==> src/rtl/mips_alu.sv <==
// 32-bit MIPS-style execute-stage ALU with registered result and status flags.
// One clock of latency; zero/negative are derived from the registered result.
module mips_alu (
  input  logic        clk,
  input  logic        rst,
  input  logic [31:0] a,
  input  logic [31:0] b,
  input  logic [5:0]  aluc,
  output logic [31:0] r,
  output logic        zero,
  output logic        carry,
  output logic        negative,
  output logic        overflow,
  output logic        flag
);

  localparam logic [5:0] OP_ADD  = 6'b100000;
  localparam logic [5:0] OP_ADDU = 6'b100001;
  localparam logic [5:0] OP_SUB  = 6'b100010;
  localparam logic [5:0] OP_SUBU = 6'b100011;
  localparam logic [5:0] OP_AND  = 6'b100100;
  localparam logic [5:0] OP_OR   = 6'b100101;
  localparam logic [5:0] OP_XOR  = 6'b100110;
  localparam logic [5:0] OP_NOR  = 6'b100111;
  localparam logic [5:0] OP_SLT  = 6'b101010;
  localparam logic [5:0] OP_SLTU = 6'b101011;
  localparam logic [5:0] OP_SLL  = 6'b000000;
  localparam logic [5:0] OP_SRL  = 6'b000010;
  localparam logic [5:0] OP_SRA  = 6'b000011;
  localparam logic [5:0] OP_SLLV = 6'b000100;
  localparam logic [5:0] OP_SRLV = 6'b000110;
  localparam logic [5:0] OP_SRAV = 6'b000111;
  localparam logic [5:0] OP_LUI  = 6'b001111;

  logic [31:0] r_reg, r_next;
  logic        carry_reg, carry_next;
  logic        overflow_reg, overflow_next;
  logic        flag_reg, flag_next;

  logic [32:0] sum, diff, sll_ext, srl_ext, sra_ext;
  logic [4:0]  shamt;
  logic        slt, sltu;

  // Shifts are done one bit wider so the shifted-out bit lands in bit 32 (left)
  // or bit 0 (right); with shamt==0 that extra bit is 0, giving carry=0 for free.
  always_comb begin
    shamt   = a[4:0];
    sum     = {1'b0, a} + {1'b0, b};
    diff    = {1'b0, a} - {1'b0, b};
    sll_ext = {1'b0, b} << shamt;
    srl_ext = {b, 1'b0} >> shamt;
    sra_ext = $signed({b, 1'b0}) >>> shamt;
    slt     = $signed(a) < $signed(b);
    sltu    = a < b;
  end

  always_comb begin
    r_next        = '0;
    carry_next    = 1'b0;
    overflow_next = 1'b0;
    flag_next     = 1'b0;
    case (aluc)
      OP_ADD: begin
        r_next        = sum[31:0];
        overflow_next = (a[31] == b[31]) && (sum[31] != a[31]);
      end
      OP_ADDU: begin
        r_next     = sum[31:0];
        carry_next = sum[32];
      end
      OP_SUB: begin
        r_next        = diff[31:0];
        overflow_next = (a[31] != b[31]) && (diff[31] != a[31]);
      end
      OP_SUBU: begin
        r_next     = diff[31:0];
        carry_next = diff[32];
      end
      OP_AND: r_next = a & b;
      OP_OR:  r_next = a | b;
      OP_XOR: r_next = a ^ b;
      OP_NOR: r_next = ~(a | b);
      OP_SLT: begin
        r_next    = {31'b0, slt};
        flag_next = slt;
      end
      OP_SLTU: begin
        r_next     = {31'b0, sltu};
        flag_next  = sltu;
        carry_next = sltu;
      end
      OP_SLL, OP_SLLV: begin
        r_next     = sll_ext[31:0];
        carry_next = sll_ext[32];
      end
      OP_SRL, OP_SRLV: begin
        r_next     = srl_ext[32:1];
        carry_next = srl_ext[0];
      end
      OP_SRA, OP_SRAV: begin
        r_next     = sra_ext[32:1];
        carry_next = sra_ext[0];
      end
      OP_LUI: r_next = {b[15:0], 16'h0000};
      default: ;
    endcase
  end

  always_ff @(posedge clk) begin
    if (rst) begin
      r_reg        <= '0;
      carry_reg    <= 1'b0;
      overflow_reg <= 1'b0;
      flag_reg     <= 1'b0;
    end else begin
      r_reg        <= r_next;
      carry_reg    <= carry_next;
      overflow_reg <= overflow_next;
      flag_reg     <= flag_next;
    end
  end

  assign r        = r_reg;
  assign zero     = (r_reg == 32'd0);
  assign negative = r_reg[31];
  assign carry    = carry_reg;
  assign overflow = overflow_reg;
  assign flag     = flag_reg;

endmodule

==> config.mk <==
export PLATFORM = sky130hd
export DESIGN_NAME = mips_alu
export DESIGN_NICKNAME = d
export VERILOG_FILES = /design/src/rtl/mips_alu.sv
export SDC_FILE = /design/constraint.sdc
export NUM_CORES = 1
export LEC_CHECK = 0
export BUFFER_PORTS_ARGS = -buffer_cell sky130_fd_sc_hd__buf_2
export CORE_MARGIN = 2
export CORE_UTILIZATION = 50
export DETAILED_ROUTE_END_ITERATION = 6
export PLACE_DENSITY = 0.73
export SKIP_LAST_GASP = 1
export SLEW_MARGIN = 20
export SYNTH_ARGS = -nofsm -noshare
export SYNTH_HDL_FRONTEND = slang
export SYNTH_SLANG_ARGS = --single-unit
==> constraint.sdc <==
create_clock -name clk -period 5.6 [get_ports clk]
set_input_delay 0.84 -clock clk [delete_from_list [all_inputs] [get_ports clk]]
set_output_delay 0.84 -clock clk [all_outputs]
set_load 0.01 [all_outputs]
* After elaboration in Yosys (flattened, before gate mapping) *
Index checks and enable logic that the tools add are counted.

cells by class
  bitwise logic cells = 4
  $lt $le $gt $ge = 2
  muxes and demuxes = 4
  reductions and logical operators = 9
  shift-type cells = 3
  add/subtract/negate cells = 2
  eq/ne operators = 20

operator list
  operator              number
  $pmux W32 S12         1
  $lt A32 B32 Y1        2
  $eq A6 B6 Y1 const B  10
  $add A32 B32 Y33      1
  $shl A32 B5 Y33       1
  $shr A33 B5 Y33       1
  $sshr A33 B5 Y33      1
  $sub A32 B32 Y33      1
  $and A32 B32 Y32      1
  $logic_not A32 Y1     1
  $not A32 Y32          1
  $or A32 B32 Y32       1
  $xor A32 B32 Y32      1
  $eq A6 B3 Y1 const B  3
  $eq A6 B2 Y1 const B  2
  $reduce_or A2 Y1      5
  $eq A6 B4 Y1 const B  1
  $logic_not A6 Y1      1
  $pmux W1 S6           1
  $pmux W1 S2           2
  $ne A1 B1 Y1          3
  $logic_and A1 B1 Y1   2
  $eq A1 B1 Y1          1

storage, ports and cells
  output and inout port bits = 37
  word-level logic and storage cells = 48
  bits in registers = 35
  input port bits = 72

* Logic depth before layout (Yosys ltp) *
  word-level depth = 4
  mapped depth = 15
  gate-level depth less buffers = 12

* Worst setup path before layout *
No wires, ideal clock.

  kind = input-to-reg
  from = input port a[0]
  to = register r_reg[30] (netlist: r[30])
  stages = 15
  arrival time = 4.233 ns
  required time = 5.480 ns
  slack = 1.247 ns
  path buffers = 3
  setup time = 0.120 ns
  cell sequence = buf_4 -> buf_2 -> buf_2 -> inv_1 -> ha_1 -> fa_1 -> o21bai_1 -> o2111ai_2 -> a2111oi_4 -> o21ai_2 -> o31ai_4 -> a21oi_2 -> a2111oi_4 -> nor4_1 -> or2_1

on the way
  cells in the longest elaborated chain, start to end = 2
  elaborated cells between the ends (all ways) = 6
  those cells by class = add/sub (2); shift (3); mux (1)

RTL lines
  what                                            line  source
  start: declaration                              6     input logic [31:0] a,
  $sub A32 B32 Y33, or another cell as far along  49    diff = {1'b0, a} - {1'b0, b};
  $pmux W32 S12 (*)                               62    case (aluc)
  end signal: assignment                          116   r_reg <= r_next;
  end: declaration                                35    logic [31:0] r_reg, r_next;

Every way passes the cells marked *; elsewhere a longest branch is shown, timed or not.
A chain may end at the register's enable or synchronous reset.

* Worst setup path in the final report *
  from = input port a[0]
  to = register r_reg[26] (netlist: r[26])

The elaborated chain is that of the path after synthesis.

==> results.json <==
{
  "cp_cell_sequence": "buf_4 -> ha_1 -> fa_1 -> a211o_1 -> a221o_1 -> o221ai_1 -> o211ai_1 -> and2_1 -> a311oi_1 -> nor3_1 -> nor3_1 -> a21oi_1",
  "pin_count": 109,
  "start_util_pct": 51.2,
  "multi_input_area_um2": 8820,
  "status": "finished clean",
  "crit_top_cell": "nor3_1",
  "yosys.area_share.simple_pct": 18.9,
  "drv_slew": 0,
  "grt_overflow": 0,
  "crit_path_end_kind": "flop",
  "placed_cell_area_um2": 11000,
  "critical-path-top-delay-family": "compound AO/OA/AOI/OAI gates",
  "synthesis.nets": 1616,
  "place.gp.congestion": 1.07,
  "fin_nets": 1646,
  "finalSetupViolations": 0,
  "core-area_um2": 20300,
  "post_cts_buffers": 0,
  "cts_root_buf": "clkbuf_16",
  "clock-sinks": 35,
  "synth_edf_count": 0,
  "grt_first_pass_wirelength_um": 71000,
  "drive_gt1_share_pct": 16.4,
  "min_period_ps": 4400,
  "hp-class": "in -> reg",
  "final.fill_count": 2049,
  "wl_um": 47800,
  "clkTransAtPathRegs_ps": 60,
  "total_power_mw": 1.56,
  "drc": 0,
  "postCtsHoldBufs": 0,
  "io_buffers": 108,
  "synth-xor-area-share_pct": 1.94,
  "largest_reg_flops": 32,
  "grt_pass1_vias": 11100,
  "finalHoldViolations": 0,
  "ant_nets": 0,
  "cts_made_buffers": 5,
  "leakagePower_nw": 4.67,
  "grt_setup_unrepaired": "no",
  "tightest_slew_ps": 999,
  "grt_max_degree": 80,
  "cp.arrival_ps": 4560,
  "critPathBufInv": 1,
  "cts_resized": 0,
  "crit_path_start": "a[0]",
  "syn-instance-count": 1442,
  "synth.distinct_cells": 88,
  "path_class": "in -> reg",
  "max_freq_mhz": 227,
  "drtIter0Drc": 1765,
  "synth-async-reset-ratio_pct": 0,
  "fin_crit_sh_pct": 78.5,
  "ys_ff_latch": 35,
  "relSlewSlack_pct": 33.2,
  "yosysWarnings": 0,
  "vias_per_cell": 7.12,
  "synth_flop_cell": "dfxtp_1",
  "pre_cts_ws_ps": 1050,
  "fin_area_um2": 11200,
  "setup_tns_ps": 0,
  "seq_area_frac_synth_pct": 6.74,
  "p_per_area_nw_per_um2": 140,
  "dr.pass1.iters": 6,
  "wire_per_inst_um": 27.4,
  "dieArea_um2": 22000,
  "die_w_um": 148,
  "synth_top_family_by_area": "compound AO/OA/AOI/OAI gates",
  "crit_path_start_kind": "input pin",
  "max_stage_delay_ps": 600,
  "grt_use_total_pct": 42.7,
  "synth_compound_area_share_pct": 32.7,
  "path_max_fanout": 28,
  "cts_tree": "built",
  "final_common_cell": "nor2_1",
  "layout.area.seq_um2": 701,
  "final.setup.worst_slack_ps": 1200,
  "vias": 12400,
  "row_count": 52,
  "synth_mux_area_share_pct": 18.6,
  "h-tree-depth": 2,
  "ir_drop_uv": 105,
  "grt_antenna_before_repair": 2,
  "cts_buffer_depth": 2,
  "worstPathRequired_ps": 5760,
  "slowest_stage": "o221ai_1",
  "hp-start": "rst",
  "synthAdderAreaFrac_pct": 12.4,
  "synthToLayoutAreaGrowth_pct": 7.29,
  "max_cap_violations": 0,
  "syn_area_um2": 10400,
  "dp_hpwl_um": 36300,
  "die_h_um": 148,
  "mostFrequentLayoutCells": "nor2_1, a21oi_1, o21ai_0, buf_2, inv_1",
  "postSynthAreaPerCell_um2": 7.21
}
[cells by family after synthesis]
kind of cell	count (synthesis)
muxes	122
adders and majority gates	102
AOI/OAI and AO/OA	517
buffers and inverters	219
xor gates and xnor gates	23
DFF	35
and+or+nand+nor	424
[layer usage]
layer	share of wire [%]	vias up	routed length [µm]	global-route usage, %
met5	0.027	-	13	0
met4	6.6	2	3150	22.8
met3	14	203	6570	12.1
met2	40	956	19300	61.2
met1	39	5808	18700	57.9
li1	-	5446	-	-
[stage by stage]
step	instances	utilization [%]	hold WS (ps)
after floorplan	1442	-	909
after global placement	1735	54.2	1100
after detailed placement	1735	54.2	1080
after CTS	1742	54.9	786
after global routing	1742	54.9	800
final	1744	54.9	799
[synth_stat cells, types with 5 or more instances]
master | count | area (µm²)
nand4_1 | 8 | 50.1
and3_1 | 9 | 56.3
mux2_2 | 17 | 191
nor2b_1 | 12 | 75.1
nand3_1 | 29 | 145
nor3_1 | 30 | 150
o221ai_1 | 6 | 52.6
a211oi_1 | 33 | 248
a221oi_1 | 18 | 158
nand2_1 | 98 | 368
ha_1 | 100 | 1250
and2_1 | 11 | 68.8
o22ai_1 | 28 | 175
clkbuf_1 | 61 | 229
a21oi_1 | 129 | 646
buf_1 | 16 | 60.1
a2111oi_0 | 5 | 43.8
a31oi_1 | 26 | 163
mux2i_1 | 50 | 500
o211ai_1 | 19 | 143
o21bai_1 | 16 | 120
o21a_1 | 5 | 37.5
buf_2 | 24 | 120
o21ai_1 | 6 | 30.0
a21o_1 | 14 | 105
nor4_1 | 17 | 106
mux4_2 | 55 | 1240
xnor2_1 | 23 | 201
or3_1 | 11 | 68.8
dfxtp_1 | 35 | 701
o21ai_0 | 126 | 631
inv_1 | 105 | 394
a311oi_1 | 5 | 43.8
nor2_1 | 168 | 631
o31ai_1 | 10 | 75.1
nand2b_1 | 11 | 68.8
buf_4 | 5 | 37.5
a22oi_1 | 12 | 90.1
[area by class of cell]
class | count | share of cell area (%)
inverter | 109 | 3.67
timing repair buffer | 133 | 6.57
multi-input combinational | 1188 | 79.1
clock inverter | 1 | 0.0449
tap | 270 | 3.03
clock buffer | 6 | 1.25
sequential | 35 | 6.28
antenna | 2 | 0.0449
[report_power, final]
group / internal, mW / total (mW) / switching, mW
Sequential: 0.255 / 0.259 / 0.00450
Clock: 0.174 / 0.283 / 0.109
Combinational: 0.356 / 1.02 / 0.660
[path summary, 6_finish.rpt]
path | to | slack (ps) | depth (start not counted)
worst min-delay path | overflow$_SDFF_PP0_ | 800 | 2
worst max-delay path | r[26]$_SDFF_PP0_ | 1200 | 12
Note: power is estimated with default switching activity, not from simulation.
